### config.mk
export PLATFORM = sky130hd
export DESIGN_NAME = snn_input_loader
export DESIGN_NICKNAME = d
export VERILOG_FILES = /design/src/rtl/snn_input_loader.sv
export SDC_FILE = /design/constraint.sdc
export NUM_CORES = 1
export LEC_CHECK = 0
export CAP_MARGIN = 5
export CORE_AREA = 2 2 73 75
export DETAILED_ROUTE_END_ITERATION = 7
export DIE_AREA = 0 0 75 77
export GPL_TIMING_DRIVEN = 0
export PLACE_DENSITY = 0.76
export SETUP_SLACK_MARGIN = 0.02
export SLEW_MARGIN = 20
export SYNTH_ARGS = -nofsm -noshare
export SYNTH_HDL_FRONTEND = slang
export SYNTH_SLANG_ARGS = --single-unit
### constraint.sdc
create_clock -name i_clk -period 2.1 [get_ports i_clk]
set_clock_uncertainty 0.2 [all_clocks]
set_input_delay 0.21 -clock i_clk [delete_from_list [all_inputs] [get_ports i_clk]]
set_output_delay 0.21 -clock i_clk [all_outputs]
set_load 0.05 [all_outputs]
### src/rtl/snn_input_loader.sv
// Byte-to-pixel unpacker for the SNN input RAM: writes eight 1-bit pixels per received byte,
// pulses start when the image is complete, then holds off new input until the core reports done.
module snn_input_loader #(
    parameter int NUM_PIXELS = 784,
    parameter int ADDR_WIDTH = 10
) (
    input  logic                  i_clk,
    input  logic                  i_rst,
    input  logic                  i_rx_rdy,
    input  logic [7:0]            i_rx_data,
    output logic                  o_ram_we,
    output logic [ADDR_WIDTH-1:0] o_ram_addr,
    output logic                  o_ram_data,
    output logic                  o_start,
    input  logic                  i_done,
    output logic                  o_busy,
    output logic                  o_overrun
);

    localparam logic [ADDR_WIDTH-1:0] LAST_ADDR = ADDR_WIDTH'(NUM_PIXELS - 1);

    typedef enum logic [1:0] {
        S_IDLE,
        S_WRITE,
        S_START,
        S_WAIT_DONE
    } state_t;

    state_t                r_state;
    logic [7:0]            r_cur;
    logic [2:0]            r_bit_idx;
    logic [ADDR_WIDTH-1:0] r_addr;
    logic [7:0]            r_pend;
    logic                  r_pend_v;
    logic                  r_overrun;
    logic [ADDR_WIDTH-1:0] r_hold_addr;
    logic                  r_hold_data;

    logic w_writing;
    logic w_last_bit;
    logic w_cur_bit;

    assign w_writing  = (r_state == S_WRITE);
    assign w_last_bit = (r_bit_idx == 3'd7);
    assign w_cur_bit  = r_cur[r_bit_idx];

    always_ff @(posedge i_clk) begin
        if (i_rst) begin
            r_state     <= S_IDLE;
            r_cur       <= '0;
            r_bit_idx   <= '0;
            r_addr      <= '0;
            r_pend      <= '0;
            r_pend_v    <= 1'b0;
            r_overrun   <= 1'b0;
            r_hold_addr <= '0;
            r_hold_data <= 1'b0;
        end else begin
            case (r_state)
                S_IDLE: begin
                    if (i_rx_rdy) begin
                        r_cur     <= i_rx_data;
                        r_bit_idx <= '0;
                        r_state   <= S_WRITE;
                    end
                end
                S_WRITE: begin
                    r_hold_addr <= r_addr;
                    r_hold_data <= w_cur_bit;
                    r_bit_idx   <= r_bit_idx + 3'd1;
                    if (w_last_bit && r_addr == LAST_ADDR) begin
                        // A byte arriving now is surplus; it is parked and discarded in START.
                        r_addr  <= '0;
                        r_state <= S_START;
                        if (i_rx_rdy) begin
                            if (r_pend_v) begin
                                r_overrun <= 1'b1;
                            end else begin
                                r_pend   <= i_rx_data;
                                r_pend_v <= 1'b1;
                            end
                        end
                    end else begin
                        r_addr <= r_addr + ADDR_WIDTH'(1);
                        if (w_last_bit) begin
                            if (r_pend_v) begin
                                r_cur    <= r_pend;
                                r_pend_v <= 1'b0;
                                if (i_rx_rdy) begin
                                    r_overrun <= 1'b1;
                                end
                            end else if (i_rx_rdy) begin
                                r_cur <= i_rx_data;
                            end else begin
                                r_state <= S_IDLE;
                            end
                        end else if (i_rx_rdy) begin
                            if (r_pend_v) begin
                                r_overrun <= 1'b1;
                            end else begin
                                r_pend   <= i_rx_data;
                                r_pend_v <= 1'b1;
                            end
                        end
                    end
                end
                S_START: begin
                    r_addr   <= '0;
                    r_pend_v <= 1'b0;
                    if (r_pend_v || i_rx_rdy) begin
                        r_overrun <= 1'b1;
                    end
                    r_state <= S_WAIT_DONE;
                end
                S_WAIT_DONE: begin
                    if (i_rx_rdy) begin
                        r_overrun <= 1'b1;
                    end
                    if (i_done) begin
                        r_state <= S_IDLE;
                    end
                end
                default: r_state <= S_IDLE;
            endcase
        end
    end

    // Address and data show the live write, otherwise the last written values.
    assign o_ram_we   = w_writing;
    assign o_ram_addr = w_writing ? r_addr : r_hold_addr;
    assign o_ram_data = w_writing ? w_cur_bit : r_hold_data;
    assign o_start    = (r_state == S_START);
    assign o_busy     = (r_state != S_IDLE);
    assign o_overrun  = r_overrun;

endmodule

# Word level (Yosys, flattened, before mapping)
# Cells that the tools add are included.
[classes]
add_sub_neg = 2
n_lt_le_gt_ge = 1
reduce_logical = 12
mux = 36
n_eq_ne = 15
[ops]
columns = ["operator", "n"]
rows = [
  ["8-bit 2-to-1 mux", 8],
  ["10-bit 2-to-1 mux", 2],
  ["10-bit one-hot mux with 2 select lines", 1],
  ["8-bit one-hot mux with 2 select lines", 1],
  ["1-bit 2-to-1 mux", 12],
  ["2-bit 2-to-1 mux", 6],
  ["10-bit by 1-bit adder with 10-bit output (second input constant)", 1],
  ["10-bit == test (second input constant)", 1],
  ["2-bit one-hot mux with 4 select lines", 1],
  ["2-bit by 1-bit != test with 1-bit output (second input constant)", 3],
  ["2-bit != test (second input constant)", 3],
  ["3-bit by 2-bit != test with 1-bit output (second input constant)", 2],
  ["3-bit one-hot mux with 2 select lines", 1],
  ["3-bit AND reduction", 2],
  ["2-bit nonzero test", 3],
  ["5-bit AND reduction", 1],
  ["2-bit == test (second input constant)", 2],
  ["3-bit by 4-bit less-than comparator with 1-bit output (second input constant)", 1],
  ["4-bit by 3-bit != test with 1-bit output (second input constant)", 1],
  ["2-bit AND reduction", 2],
  ["3-bit by 1-bit adder with 3-bit output (second input constant)", 1],
  ["1-bit binary-select mux with 3-bit select", 1],
  ["3-bit == test (second input constant)", 1],
  ["3-bit 2-to-1 mux", 1],
  ["other kinds (8)", 8],
]
[totals]
output_inout_bits = 15
inputBits = 12
word_cells = 75
regBits = 44

# Longest topological paths before layout
# Gate-level depths: netlist (run 1).
[logic_depth]
ltp_word = 5
ltp_mapped = 7
depth_no_buf = 6

# Worst setup path before layout (run 1)
# Ideal clock, no wire load.
[synth_path]
path_kind = "reg-to-reg"
startpoint = "register r_state[0]"
endpoint = "register r_hold_data"
setup_ns = 0.068
arrival_ns = 2.377
path_buffers = 1
slack_ns = -0.545
path_stages_with_launch = 6
synth_period_minus_slack_ns = 2.645
required_ns = 1.832
path_cell_list = "dfxtp_1 ha_1 clkbuf_1 nor2_1 a21oi_1 nor2b_1"
[synth_via]
elab_chain_len = 2
[synth_lines]
columns = ["item", "line", "text"]
rows = [
  ["start, declared", "29", "state_t r_state;"],
  ["start signal, assigned", "49", "r_state <= S_IDLE;"],
  ["start signal, assigned", "64", "r_state <= S_WRITE;"],
  ["start signal, assigned", "74", "r_state <= S_START;"],
  ["2-bit by 1-bit == test with 1-bit output", "-", ""],
  ["named net o_ram_we", "11", "output logic o_ram_we,"],
  ["1-bit 2-to-1 mux", "-", ""],
  ["named net o_ram_data", "13", "output logic o_ram_data,"],
  ["end signal, assigned", "69", "r_hold_data <= w_cur_bit;"],
  ["end, declared", "37", "logic r_hold_data;"],
]
# The timed path passes the listed nets, and every way through them passes these cells.
# A chain may end at the register's enable or synchronous reset.

# Worst setup path after layout (run 1)
[layout_path]
startpoint = "register r_addr[5]"
endpoint = "register r_pend[1]"
[layout_via]
elab_chain_len = 4
elab_cells_between_ends = 5
classes_between = "2 x eq/ne; 1 x mux; 2 x reduce/logical"
[layout_lines]
columns = ["item", "line", "text"]
rows = [
  ["start, declared", "32", "logic [ADDR_WIDTH-1:0] r_addr;"],
  ["start signal, assigned", "84", "r_addr <= r_addr + ADDR_WIDTH'(1);"],
  ["10-bit == test (*)", "71", "if (w_last_bit && r_addr == LAST_ADDR) begin"],
  ["1-bit logical AND (*)", "71", ""],
  ["2-bit by 1-bit != test with 1-bit output (no source line)", "-", ""],
  ["2-bit AND reduction (no source line)", "-", ""],
  ["end signal, assigned", "79", "r_pend <= i_rx_data;"],
  ["end signal, assigned", "101", "r_pend <= i_rx_data;"],
  ["end, declared", "33", "logic [7:0] r_pend;"],
]
# Every way passes the cells marked *; elsewhere a longest branch is shown, timed or not.

==> flow_summary_export.csv, run 1 <==
group,metric,value,unit
sta,worst_slew_pin_slew,700.0,ps
drt,detailroute.via_count,1898,
synthesis,synthMostInstantiatedCell,"sky130_fd_sc_hd__dfxtp_1",
clocking,h_tree_lvls,2,
sta,final-hold-violation-count,0,
clocking,cts_tree,"yes",
synthesis,post-synth-top-area-fraction,39.48,%
drt,drt-pass1-iter-count,4,
critical_path,cp_slowest_cell,"sky130_fd_sc_hd__or4b_4",
sta,grt_setup_unrepaired,"yes",
synthesis,yosys_warnings,0,
floorplan,die_height,77,um
cells_and_area,flow.area_growth_from_synthesis,25.97,%
sta,maxSlewViolCount,0,
sta,slew_limit_headroom,53.34,%
hold_path,timing.hold.worst.class,"input pin to flop",
global_route,largest_net_degree_at_the_start_of_global_routing,14,
global_route,gr_util_met2,29.39,%
placement,dp_hpwl,3.495,mm
power,power.density_cell_area,727.3,nW/um^2
global_route,globalRoute.totalOverflow,0,
synthesis,synth_seq_area_share,39.48,%
synthesis,synth_compound_area_share,12.28,%
synthesis,syn_area,2231,sq um
cells_and_area,final_layout_size_suffix_gt1_share,24.38,%
cells_and_area,fin_cells,353,
drt,drt_first_iter_violations,101,
clocking,hold_buffers,0,
synthesis,synth_ff_type,"sky130_fd_sc_hd__dfxtp_1",
clocking,clk_latency,290,ps
synthesis,synthTopCellsByCount,"sky130_fd_sc_hd__dfxtp_1 (44), sky130_fd_sc_hd__nand2b_1 (22), sky130_fd_sc_hd__nor2_1 (19)",
floorplan,fp.coreArea,4977,sq um
floorplan,start_util,44.82,%
drt,drt_drc_violations_left,0,
synthesis,number_of_flops_mapped_to_enable_cells_by_yosys,0,
clocking,cts_made_buffers,5,
power,leakagePower,0.001074,uW
cells_and_area,num-nets-final,302,
clocking,cts.sinks,44,
synthesis,number_of_standard_cells_after_synthesis,241,
critical_path,max_stage_delay,560,ps
clocking,clk_pin_slew_worst_paths,80,ps
floorplan,floorplan.die.width,75,um
synthesis,syn-num-nets,260,
critical_path,path_depth,5,
sta,report.final.setup_viol,0,
global_route,number_of_global_route_vias_before_repair,1780,
synthesis,ys_ff_latch,44,
critical_path,reg2reg_setup_slack,20,ps
synthesis,synth-simple-area-share,23.11,%
floorplan,io-pin-count,27,
clocking,clock_tree.buffer_depth,2,
power,totalPowerFinal,2044,uW
global_route,grt_util_met3,3.811,%
global_route,globalRouteMet1Util,25.10,%
sta,final_min_period_over_clock_period,99.14,%
drt,avgViaCountPerCell,5.377,
global_route,grt_pass1_wl,8.418,mm
clocking,cts_root_buf,"sky130_fd_sc_hd__clkbuf_8",
synthesis,avg_synthesized_cell_area,9.257,sq um
critical_path,top_family_by_delay_on_critical_path,"simple AND/OR/NAND/NOR gates",
global_route,antenna_violations_before_repair,0,
critical_path,worst_setup_ep_type,"flop",
hold_path,number_of_stages_on_the_worst_hold_path,3,
synthesis,synth-xor-area-share,3.141,%
power,vdd_drop_max,494.8,uV
floorplan,num_rows,26,
critical_path,critical_path_required,2130,ps
critical_path,reg2regPathDepth,5,
floorplan,die-area,5775,sq um
sta,achievable-frequency,480.3,MHz
synthesis,largest_cells_by_area_after_synthesis,"sky130_fd_sc_hd__dfxtp_1 (39%), sky130_fd_sc_hd__mux2i_1 (7.6%), sky130_fd_sc_hd__nand2b_1 (6.2%), sky130_fd_sc_hd__mux2_2 (5.0%), sky130_fd_sc_hd__ha_1 (3.9%)",
placement,dpl.cell_count,336,
critical_path,worst-path-buf-inv,1,
flow_run,drv.max_cap_violation_count,0,
global_route,track_usage,18.64,%
critical_path,cells_along_the_critical_path,"or4b_4 -> o31ai_4 -> and4b_1 -> buf_6 -> mux2i_1",
critical_path,crit_arrival,2110,ps
outcome,outcome,"completed",
drt,routedWlPerCell,14.29,um
synthesis,yosys-mux-area-fraction,14.69,%
synthesis,yosys.area_share.adder,3.926,%
critical_path,critPathKind,"flop to flop",
critical_path,timing.critical_path.fanout_max,8,
global_route,grt-busiest-layer,"met2",
sta,finalCriticalPeriod,2082,ps
drt,finalWirelength,5.045,mm
synthesis,synthArstFlopShare,0,%
synthesis,synth_cell_type_count,38,
critical_path,worst_setup_path_start_kind,"flop",
synthesis,yosysTopAreaCell,"sky130_fd_sc_hd__dfxtp_1",
placement,gp_congestion,0.8005,
drt,route.antenna.remaining_nets,0,
synthesis,synth_top_family_by_area,"simple AND/OR/NAND/NOR gates",
cells_and_area,ant_cells,0,
placement,buffer_ports.inserted,25,
==> worst paths after layout <==
check | start | endpoint
max | r_addr[5] | r_pend[1]
min | i_rst | r_pend[3]
max reg2reg | r_addr[5] | r_pend[1]
min reg2reg | r_pend[0] | r_pend[0]
==> cell type report <==
cell class              instances  area (sq um)
fillers                       443          2167
multi-input cells             179          1346
flip-flops and latches         44         902.1
repair buffers                 35         294.0
well taps                      70         87.58
plain buffers                  11         72.57
clock buffers                   5         68.82
inverters                       7         26.28
clock inverters                 2         12.51
==> cells by family (layout without fill, tap and decap cells) <==
kind of cell / count (synthesis) / in the layout
fa+ha+maj: 7 / 7
mux: 29 / 29
simple gates: 96 / 96
flops: 44 / 44
buf+inv: 18 / 60
xor+xnor: 8 / 8
compound gates: 39 / 39
==> power breakdown <==
part / switching (uW) / total [uW] / leakage (uW) / internal, uW
registers: 53.9 / 947 / 0.000362 / 893
logic: 334 / 590 / 0.000672 / 255
clock network: 282 / 508 / 0.0000400 / 225
==> what timing repair did <==
action                                  4_1_cts  5_1_grt
resized for setup                            80       30
pin swaps                                     0        7
endpoints found under the setup margin       32       37
setup buffers                                 2        8
==> state kept, by name (all words and copies together), names as in the netlist, named ones only <==
name,count
o_overrun,1
r_cur,8
r_state,1
r_hold_addr,10
r_addr,10
r_hold_data,1
r_pend_v,1
r_bit_idx,3
r_pend,8
==> routing by layer <==
| metal | up-vias | wire length [um] |
|---|---|---|
| li1 | 944 | - |
| met1 | 919 | 2341 |
| met2 | 30 | 2459 |
| met3 | 5 | 190 |
| met4 | 0 | 53 |
| met5 | - | 0 |
==> stage by stage <==
step | area [sq um] | utilization, % | setup slack (ps) | setup TNS [ps] | hold slack [ps]
5_1_grt | 2810 | 56.46 | -96.15 | -562.4 | 277.8
6_report | 2810 | 56.46 | 17.97 | 0 | 232.6
2_1_floorplan | 2247 | - | 39.83 | 0 | 165.3
4_1_cts | 2696 | 54.17 | -116.7 | -116.7 | 247.2
3_3_place_gp | 2585 | 51.94 | -579.7 | -6886 | 261.8
3_5_place_dp | 2585 | 51.94 | -579.0 | -7364 | 266.8
==> placed cells by master, fill, tap and decap left out, types with 6 or more instances in the layout <==
cell,n
sky130_fd_sc_hd__a21oi_1,16
sky130_fd_sc_hd__mux2i_1,16
sky130_fd_sc_hd__mux2_2,10
sky130_fd_sc_hd__o221ai_1,8
sky130_fd_sc_hd__nor2_1,18
sky130_fd_sc_hd__buf_4,19
sky130_fd_sc_hd__nand2_1,17
sky130_fd_sc_hd__inv_1,6
sky130_fd_sc_hd__nand2b_1,22
sky130_fd_sc_hd__dfxtp_1,37
sky130_fd_sc_hd__clkdlybuf4s50_1,11
sky130_fd_sc_hd__nor2b_1,12
sky130_fd_sc_hd__nand3_1,9
==> worst reg2reg max path, stage by stage (launching register included) <==
cell and delay [ps]:
sky130_fd_sc_hd__dfxtp_4 350, sky130_fd_sc_hd__or4b_4 560, sky130_fd_sc_hd__o31ai_4 290, sky130_fd_sc_hd__and4b_1 240, sky130_fd_sc_hd__buf_6 160, sky130_fd_sc_hd__mux2i_1 200
No activity file was read; power rests on OpenSTA's default activity.
==> run 2, diff against run 1 <==
- CELL_PAD_IN_SITES_DETAIL_PLACEMENT: not set -> 1
- CELL_PAD_IN_SITES_GLOBAL_PLACEMENT: not set -> 1
- CORE_AREA: 2 2 73 75 -> 2 2 76 78
- DIE_AREA: 0 0 75 77 -> 0 0 78 80
- PLACE_DENSITY: 0.76 -> 0.86
==> run 2 against run 1 <==
Net effect: final area shrank 0.18%; critical endpoint is now o_ram_data; cell count shrank 0.57%; clock power grew 3%; fmax grew 2.1%; highest routed layer unchanged; core utilization shrank 4.6 points; routed wire length grew 25%; largest power group unchanged; combinational power grew 3%; largest cell class unchanged; flip-flop and latch count is the same.
==> flow_summary_export.csv, run 2 (synthesis gave the netlist of run 1 again) <==
group,metric,value,unit
outcome,outcome,"completed",
power,power.density_cell_area,740.4,nW/um^2
power,vdd_drop_max,327.9,uV
floorplan,die_height,80,um
drt,avgViaCountPerCell,5.524,
drt,route.antenna.remaining_nets,0,
clocking,clk_latency,300,ps
sta,worst_slew_pin_slew,690.9,ps
clocking,cts.sinks,44,
floorplan,num_rows,27,
cells_and_area,biggestRegsByFlops,"r_addr (10), r_hold_addr (10)",
critical_path,reg2regPathDepth,5,
critical_path,cp-startpoint,"r_bit_idx[0]",
flow_run,drv.max_cap_violation_count,0,
sta,report.final.setup_viol,0,
critical_path,max_stage_delay,500,ps
floorplan,floorplan.die.width,78,um
drt,drt_drc_violations_left,0,
cells_and_area,final_layout_size_suffix_gt1_share,24.73,%
sta,achievable-frequency,490.4,MHz
global_route,largest_net_degree_at_the_start_of_global_routing,14,
clocking,cts_made_buffers,5,
hold_path,number_of_stages_on_the_worst_hold_path,3,
sta,slew_limit_headroom,53.94,%
clocking,clk_pin_slew_worst_paths,80,ps
placement,dpl.cell_count,338,
hold_path,worstHoldStart,"i_rst",
critical_path,critical_path_required,1690,ps
cells_and_area,fin_cells,351,
drt,finalWirelength,6.286,mm
cells_and_area,layout.cells.most_common_list,"sky130_fd_sc_hd__dfxtp_1 (35), sky130_fd_sc_hd__nand2b_1 (22), sky130_fd_sc_hd__nor2_1 (18)",
clocking,h_tree_lvls,2,
sta,final-hold-violation-count,0,
critical_path,timing.critical_path.fanout_max,5,
global_route,number_of_global_route_vias_before_repair,2031,
clocking,cts_tree,"yes",
critical_path,top_family_by_delay_on_critical_path,"multiplexers",
cells_and_area,flow.area_growth_from_synthesis,25.74,%
critical_path,path_depth,4,
power,leakagePower,0.001053,uW
sta,grt_setup_unrepaired,"yes",
critical_path,worst_setup_ep_type,"output pin",
critical_path,worst_setup_path_start_kind,"flop",
cells_and_area,ant_cells,0,
critical_path,crit_arrival,1630,ps
sta,maxSlewViolCount,0,
sta,final_min_period_over_clock_period,97.09,%
placement,buffer_ports.inserted,25,
critical_path,startpoint_of_the_lowest_slack_register_to_register_path,"r_addr[4]",
placement,gp_congestion,0.7852,
sta,finalCriticalPeriod,2039,ps
critical_path,worst-path-buf-inv,1,
global_route,track_usage,20.93,%
global_route,grt_pass1_wl,10.10,mm
clocking,cts_root_buf,"sky130_fd_sc_hd__clkbuf_8",
global_route,globalRoute.totalOverflow,0,
placement,dp_hpwl,4.216,mm
critical_path,cells_along_the_critical_path,"mux4_2 -> mux2i_2 -> a21oi_2 -> buf_6",
drt,drt_first_iter_violations,37,
drt,routedWlPerCell,17.91,um
cells_and_area,mostFrequentLayoutCell,"sky130_fd_sc_hd__dfxtp_1",
floorplan,io-pin-count,27,
floorplan,fp.coreArea,5405,sq um
drt,drt-pass1-iter-count,4,
drt,detailroute.via_count,1939,
clocking,clock_tree.buffer_depth,2,
global_route,antenna_violations_before_repair,0,
cells_and_area,num-nets-final,298,
sta,tns,0,ps
critical_path,critPathKind,"flop to output pin",
floorplan,die-area,6240,sq um
floorplan,start_util,41.27,%
hold_path,timing.hold.worst.class,"input pin to flop",
critical_path,cp_slowest_cell,"sky130_fd_sc_hd__mux4_2",
==> run 2: per-stage QoR <==
stage | cell area, sq um | total power [uW] | setup WS [ps] | util [%] | hold WS (ps)
after global routing | 2805 | 2174 | -18.68 | 51.90 | 300.9
final | 2805 | 2077 | 61.02 | 51.90 | 270.9
after detailed placement | 2587 | 1514 | -608.2 | 47.87 | 274.0
after floorplan | 2247 | 1347 | 39.83 | - | 165.3
after global placement | 2587 | 1490 | -589.4 | 47.87 | 262.2
after CTS | 2779 | 2081 | -125.9 | 51.41 | 280.3
==> run 2: where the power goes <==
| group | switching, uW | leakage (uW) | internal (uW) |
|---|---|---|---|
| clock network | 295 | 0.0000400 | 226 |
| logic | 354 | 0.000650 | 253 |
| registers | 55.4 | 0.000363 | 894 |
| total | 705 | 0.00105 | 1370 |
==> run 2: final timing paths <==
kind	endpoint	slack (ps)
max	o_ram_data	60
min	r_pend[0]	270
max reg2reg	r_pend[5]	70
min reg2reg	r_pend[2]	280
==> run 2: routing by layer <==
| metal | wire length, um | global-route usage, % | vias up |
|---|---|---|---|
| li1 | - | - | 932 |
| met1 | 2673 | 24.25 | 945 |
| met2 | 3234 | 37.59 | 45 |
| met3 | 239 | 4.638 | 17 |
| met4 | 139 | 8.070 | 0 |
| met5 | 0 | 0 | - |
==> run 2: worst min-delay path, cell delays in order <==
cell and delay [ps]:
sky130_fd_sc_hd__clkbuf_1 200, sky130_fd_sc_hd__nand2b_1 210, sky130_fd_sc_hd__mux2i_1 110
==> run 2: what timing repair did <==
item,in CTS,in global routing
hold buffers,0,0
setup endpoints to repair,39,38
setup buffers,6,1
gates cloned,0,0
gates resized for setup,92,24
pin swaps,4,6
==> run 2: area by class of cell <==
type	count	area, sq um
sequential	44	904.6
buffer	10	53.80
multi-input combinational	179	1354
tap	72	90.09
clock buffer	5	68.82
fill	640	2600
clock inverter	2	12.51
inverter	7	26.28
timing repair buffer	32	295.3
